===== src/rtl/pc_sequencer.sv =====
// Program counter sequencer: BOOT/RUN/HALT control with stall, jump, relative branch and increment.
// Define PC_RAS_EN to add a RAS_DEPTH-entry call/return stack; without it call acts as jump and return is ignored.
module pc_sequencer #(
    parameter int                    PC_WIDTH     = 8,
    parameter int                    INC_STEP     = 1,
    parameter logic [PC_WIDTH-1:0]   RESET_VECTOR = '0,
    parameter int                    RAS_DEPTH    = 4
) (
    input  logic                clk,
    input  logic                reset,
    input  logic                stall,
    input  logic                halt,
    input  logic                resume,
    input  logic                inc_en,
    input  logic                jmp_en,
    input  logic [PC_WIDTH-1:0] jmp_addr,
    input  logic                br_en,
    input  logic [PC_WIDTH-1:0] br_offset,
    input  logic                call_en,
    input  logic                ret_en,
    output logic [PC_WIDTH-1:0] pc,
    output logic                pc_valid,
    output logic                halted,
    output logic                ras_overflow,
    output logic                ras_underflow
);

    typedef enum logic [1:0] {
        ST_BOOT = 2'd0,
        ST_RUN  = 2'd1,
        ST_HALT = 2'd2
    } state_t;

    localparam logic [PC_WIDTH-1:0] STEP = PC_WIDTH'(INC_STEP);

    state_t              r_state;
    state_t              w_state_nxt;
    logic [PC_WIDTH-1:0] r_pc;
    logic [PC_WIDTH-1:0] w_pc_nxt;
    logic [PC_WIDTH-1:0] w_pc_inc;

    assign w_pc_inc = r_pc + STEP;

`ifdef PC_RAS_EN
    localparam int SP_W  = $clog2(RAS_DEPTH + 1);
    localparam int IDX_W = (RAS_DEPTH > 1) ? $clog2(RAS_DEPTH) : 1;

    logic [PC_WIDTH-1:0] r_stack [RAS_DEPTH];
    logic [SP_W-1:0]     r_sp;
    logic                r_ras_ovf;
    logic                r_ras_unf;
    logic                w_push;
    logic                w_pop;
    logic                w_ovf_set;
    logic                w_unf_set;
    logic [IDX_W-1:0]    w_top_idx;
    logic [IDX_W-1:0]    w_push_idx;

    assign w_top_idx  = IDX_W'(r_sp - SP_W'(1));
    assign w_push_idx = IDX_W'(r_sp);
`else
    logic w_unused;
    assign w_unused = ret_en;
`endif

    always_comb begin
        // NOTE: every combinational output gets a default first so no path leaves it unassigned (no latch).
        w_state_nxt = r_state;
        w_pc_nxt    = r_pc;
`ifdef PC_RAS_EN
        w_push      = 1'b0;
        w_pop       = 1'b0;
        w_ovf_set   = 1'b0;
        w_unf_set   = 1'b0;
`endif
        case (r_state)
            ST_BOOT: w_state_nxt = ST_RUN;
            ST_RUN: begin
                if (!stall) begin
                    if (halt) begin
                        w_state_nxt = ST_HALT;
`ifdef PC_RAS_EN
                    end else if (ret_en) begin
                        if (r_sp != '0) begin
                            w_pc_nxt = r_stack[w_top_idx];
                            w_pop    = 1'b1;
                        end else begin
                            w_pc_nxt  = w_pc_inc;
                            w_unf_set = 1'b1;
                        end
                    end else if (call_en) begin
                        w_pc_nxt = jmp_addr;
                        if (r_sp == SP_W'(RAS_DEPTH)) begin
                            w_ovf_set = 1'b1;
                        end else begin
                            w_push = 1'b1;
                        end
                    end else if (jmp_en) begin
`else
                    end else if (call_en || jmp_en) begin
`endif
                        w_pc_nxt = jmp_addr;
                    end else if (br_en) begin
                        w_pc_nxt = r_pc + br_offset;
                    end else if (inc_en) begin
                        w_pc_nxt = w_pc_inc;
                    end
                end
            end
            ST_HALT: begin
                if (resume && !stall) begin
                    w_state_nxt = ST_RUN;
                end
            end
            default: w_state_nxt = ST_BOOT;
        endcase
    end

    always_ff @(posedge clk) begin
        if (reset) begin
            r_state <= ST_BOOT;
            r_pc    <= RESET_VECTOR;
        end else begin
            r_state <= w_state_nxt;
            r_pc    <= w_pc_nxt;
        end
    end

`ifdef PC_RAS_EN
    always_ff @(posedge clk) begin
        if (reset) begin
            r_sp      <= '0;
            r_ras_ovf <= 1'b0;
            r_ras_unf <= 1'b0;
        end else begin
            if (w_push) begin
                r_sp <= r_sp + SP_W'(1);
            end else if (w_pop) begin
                r_sp <= r_sp - SP_W'(1);
            end
            r_ras_ovf <= r_ras_ovf | w_ovf_set;
            r_ras_unf <= r_ras_unf | w_unf_set;
        end
    end

    // NOTE: stack entries are not reset; an empty stack is defined by r_sp alone.
    always_ff @(posedge clk) begin
        if (w_push) begin
            r_stack[w_push_idx] <= w_pc_inc;
        end
    end

    assign ras_overflow  = r_ras_ovf;
    assign ras_underflow = r_ras_unf;
`else
    assign ras_overflow  = 1'b0;
    assign ras_underflow = 1'b0;
`endif

    assign pc       = r_pc;
    assign pc_valid = (r_state == ST_RUN);
    assign halted   = (r_state == ST_HALT);

endmodule


===== config.mk =====
export PLATFORM = sky130hd
export DESIGN_NAME = pc_sequencer
export DESIGN_NICKNAME = d
export VERILOG_FILES = /design/src/rtl/pc_sequencer.sv
export SDC_FILE = /design/constraint.sdc
export NUM_CORES = 1
export LEC_CHECK = 0
export CAP_MARGIN = 10
export CELL_PAD_IN_SITES_DETAIL_PLACEMENT = 1
export CELL_PAD_IN_SITES_GLOBAL_PLACEMENT = 2
export CORE_ASPECT_RATIO = 1.2
export CORE_MARGIN = 10
export CORE_UTILIZATION = 21
export DETAILED_ROUTE_END_ITERATION = 10
export PLACE_DENSITY_LB_ADDON = 0.1
export SLEW_MARGIN = 30
export SYNTH_ARGS = -nofsm -noshare
export SYNTH_HDL_FRONTEND = slang
export SYNTH_SLANG_ARGS = --single-unit
export TNS_END_PERCENT = 5

===== constraint.sdc =====
create_clock -name clk -period 2.1 [get_ports clk]
set_input_delay 0.42 -clock clk [delete_from_list [all_inputs] [get_ports clk]]
set_output_delay 0.42 -clock clk [all_outputs]
set_load 0.005 [all_outputs]

==> qor.log <==
[floorplan] Initial Util 21.43%
[setup_path] r2r worst-path depth 8
[yosys] mean instance size in the synthesized netlist 8.010 um2
[global_routing] wire length of the first global-routing pass 6051 um
[floorplan] core box area 4561 um2
[outcome] result of the run complete, no violations
[route] vias post-DR 1117
[layout] sequential cell area 200.2 um2
[sta] maximum achievable frequency 487.9 MHz
[cts] clock latency reported for the late side of the worst-skew pair 0.24 ns
[cts] clock root buffer sky130_fd_sc_hd__clkbuf_8
[cts] clock sink total 10
[floorplan] height of the chip 94.73 um
[yosys] number of instances in the synthesized netlist 122
[yosys] warnings from Yosys 0
[floorplan] I/O pin count 38
[global_routing] vias in the first global route 1256
[global_routing] largest net degree at the start of global routing 11
[setup_path] cell family contributing the most delay on the critical path simple AND/OR/NAND/NOR gates
[power_and_ir_drop] Clk pwr share 36.1%
[layout] number of filler instances in the final layout 552
[floorplan] floorplan row count 27
[sta] Setup Viol. Count Final 0
[floorplan] chip width 82.27 um
[power_and_ir_drop] Net Sw Power 0.1990 mW
[sta] Slew Limit Fails 0
[sta] number of failing hold endpoints at the final stage 0
[setup_path] number of logic stages on the critical path including buffering 9
[setup_path] sequence of cells on the critical path dlygate4sd2_1 -> nand2b_4 -> ha_4 -> inv_2 -> fa_2 -> nor2b_4 -> o31a_1 -> or4_1 -> a311oi_2
[cts] TritonCTS clock tree done
[route] WL final 3614 um
[route] number of remaining DRC errors 0
[floorplan] DIE AREA 7793 um2
[yosys] number of register bits inferred by synthesis 10
[cts] deepest clock path buffer count 2
[placed_design] HPWL after detailed placement 3048 um
[route] WL/cell 15.12 um
[cts] htree depth 1
[run] total of max-cap violations 0
[power_and_ir_drop] PwrDens 422.9 nW/um2
[setup_path] maximum single-stage delay on the critical path 0.41 ns
[global_routing] overall track demand over capacity in global routing 9.812%
[route] initial detailed-routing violation count 31
[setup_path] Critical Path Start br_offset[0]
[setup_path] Critical Path Start Type primary input
[setup_path] category of the worst setup path capture point register
[layout] share of post-route cells with drive strength above 1 28.18%
[setup_path] peak fanout along the critical path 2
[route] routed via count divided by cell count 4.674
[layout] final cell count without fillers 239
[placed_design] Buffers on Ports 34
[sta] final critical-path required period 2.050 ns
[layout] Syn-to-layout area delta 70.17%
[sta] unrepaired setup endpoints after global routing true
[setup_path] worst endpoint required time 2.26 ns
[yosys] Netlist Area Pre-Place 977.2 um2
[setup_path] reg-to-reg critical path endpoint pc[4]
[yosys] sequential share of the synthesized area 20.49%
[power_and_ir_drop] Pint 0.5042 mW
[cts] clock-pin slew reported for the worst setup and hold paths after clock tree synthesis 0.06 ns
[setup_path] path type of the worst setup path primary input to register
[power_and_ir_drop] worst vdd ir 0.0001877 V
[placed_design] Cells after DPL 233
[placed_design] GPL Wtd Cong 0.7510
[setup_path] Setup crit end pc[6]
[setup_path] slack of the worst reg-to-reg path 0.22 ns
[layout] Final Net Count 216
[power_and_ir_drop] sequential share of power 29.8%
[sta] final clock skew 0.005442 ns
[global_routing] number of antenna violations at the first check in global routing 0
[min_path] HP Class register to register
[setup_path] startpoint of the worst-slack reg-to-reg timing path pc[0]
[setup_path] Slowest-stage cell, CP sky130_fd_sc_hd__or4_1
[setup_path] Critical path buffers and inverters 2
[route] drt first pass iters 4
[power_and_ir_drop] leakage power 0.7208 nW
[setup_path] arrival time at the worst endpoint 2.21 ns
[layout] multi-input combinational cell area 767.0 um2
[global_routing] total global routing overflow 0
[power_and_ir_drop] overall power of the completed layout 0.7033 mW
[power_and_ir_drop] part of the power in combinational logic 34.1%
[layout] Antenna diodes 0
[route] number of nets still failing antenna checks after routing 0
[sta] final worst path period share 97.60%
[yosys] Distinct cells, synth 48
[power_and_ir_drop] switching part of the total power 28.30%
[cts] clock buffer count from CTS 3
## tightest hold or removal path: stages, from the launching register on
cell	delay, ns
sky130_fd_sc_hd__dfxtp_1	0.33
sky130_fd_sc_hd__nor2_2	0.13
sky130_fd_sc_hd__a311oi_2	0.05
## cell families after synthesis
group,after synthesis,synth area share [%]
mux,3,3.073
simple gates,53,29.32
compound gates,34,29.07
fa+ha+maj,8,11.01
other cells,1,0.3838
flops,10,20.49
buf+inv,13,6.657
## registers in the layout, summed over array words and instances (netlist names)
register	cells
pc	8
r_state	2
## metal layers
metal	GRT usage [%]	vias up	share of wire [%]
met5	0	-	0
met3	2.376	2	4.3
met4	2.557	0	0.61
li1	-	559	-
met1	10.42	539	41
met2	18.44	17	54
## through the flow
stage | instance area [um2] | setup TNS, ns | utilization, % | worst slack (ns) | hold slack [ns]
2_1_floorplan | 980.9 | 0 | - | 0.04402 | 0.5079
3_3_place_gp | 1539 | -2.076 | 33.74 | -0.4674 | 0.5286
3_5_place_dp | 1539 | -2.579 | 33.74 | -0.5279 | 0.5369
4_1_cts | 1638 | 0 | 35.91 | 0.007140 | 0.5471
5_1_grt | 1663 | -0.1562 | 36.46 | -0.04684 | 0.5794
6_report | 1663 | 0 | 36.46 | 0.05031 | 0.5542
## cells in the final DEF, fill, tap and decap left out, types with 4 or more instances in the layout
cell type / n
sky130_fd_sc_hd__clkdlybuf4s50_1: 31
sky130_fd_sc_hd__buf_4: 26
sky130_fd_sc_hd__nor2_1: 16
sky130_fd_sc_hd__dfxtp_1: 10
sky130_fd_sc_hd__a21oi_1: 7
sky130_fd_sc_hd__and2_1: 6
sky130_fd_sc_hd__inv_1: 5
sky130_fd_sc_hd__nand2_1: 5
sky130_fd_sc_hd__ha_1: 5
sky130_fd_sc_hd__a211o_1: 4
sky130_fd_sc_hd__clkbuf_8: 4
## synthesized netlist by cell type (all sizes together)
cell	instances	area, um2
o31a	1	8.760
a211oi	4	45.05
and2	6	37.54
o21ai	3	15.01
or3	1	6.260
a21oi	8	51.30
nor2	17	66.32
clkbuf	1	3.750
or4	1	7.510
o211a	1	10.01
and3b	1	8.760
conb	1	3.750
nand2	6	22.52
nor3	3	15.01
or2	2	12.51
a211o	4	35.03
a21boi	1	7.510
and4	1	8.760
and3	1	6.260
buf	6	38.78
a2bb2oi	1	8.760
or3b	1	8.760
inv	6	22.52
dfxtp	10	200.2
nor3b	1	7.510
a21o	2	15.01
a22oi	1	7.510
nor4	1	6.260
fa	1	20.02
nand3	3	15.01
or4b	1	13.76
o221ai	1	8.760
mux2i	3	30.03
o41ai	1	16.27
a311oi	3	32.53
nor2b	4	25.02
o21a	2	15.01
nand2b	2	12.51
ha	7	87.58
nand4	1	6.260
o211ai	1	7.510
## repair_timing
action	CTS	global route
endpoints found under the hold margin	0	0
buffers inserted	2	0
pin swaps	7	4
hold buffers	0	0
resized for setup	12	5
setup endpoints to repair	5	6
## power by group through the flow
stage / sequential, mW / clock [mW] / combinational, mW
2_1_floorplan: 0.211 / 0 / 0.108
3_3_place_gp: 0.213 / 0 / 0.227
3_5_place_dp: 0.213 / 0 / 0.232
4_1_cts: 0.210 / 0.262 / 0.240
5_1_grt: 0.211 / 0.270 / 0.265
6_report: 0.210 / 0.254 / 0.240
## cell type report
type | instances | share of cell area [%]
timing repair buffer | 61 | 32.81
sequential | 10 | 12.04
tap | 58 | 4.364
inverter | 6 | 1.354
multi-input combinational | 100 | 46.13
clock buffer | 4 | 3.311
## worst min path at each step
stage	from	endpoint	slack (ns)	cells after the start
floorplan	pc[0]	pc[0]	0.51	2
global route	pc[6]	pc[6]	0.58	2
finish	pc[6]	pc[6]	0.55	2
detailed placement	pc[4]	pc[4]	0.54	2
CTS	pc[4]	pc[4]	0.55	2
global placement	pc[4]	pc[4]	0.53	2
No activity file was read; power rests on OpenSTA's default activity.
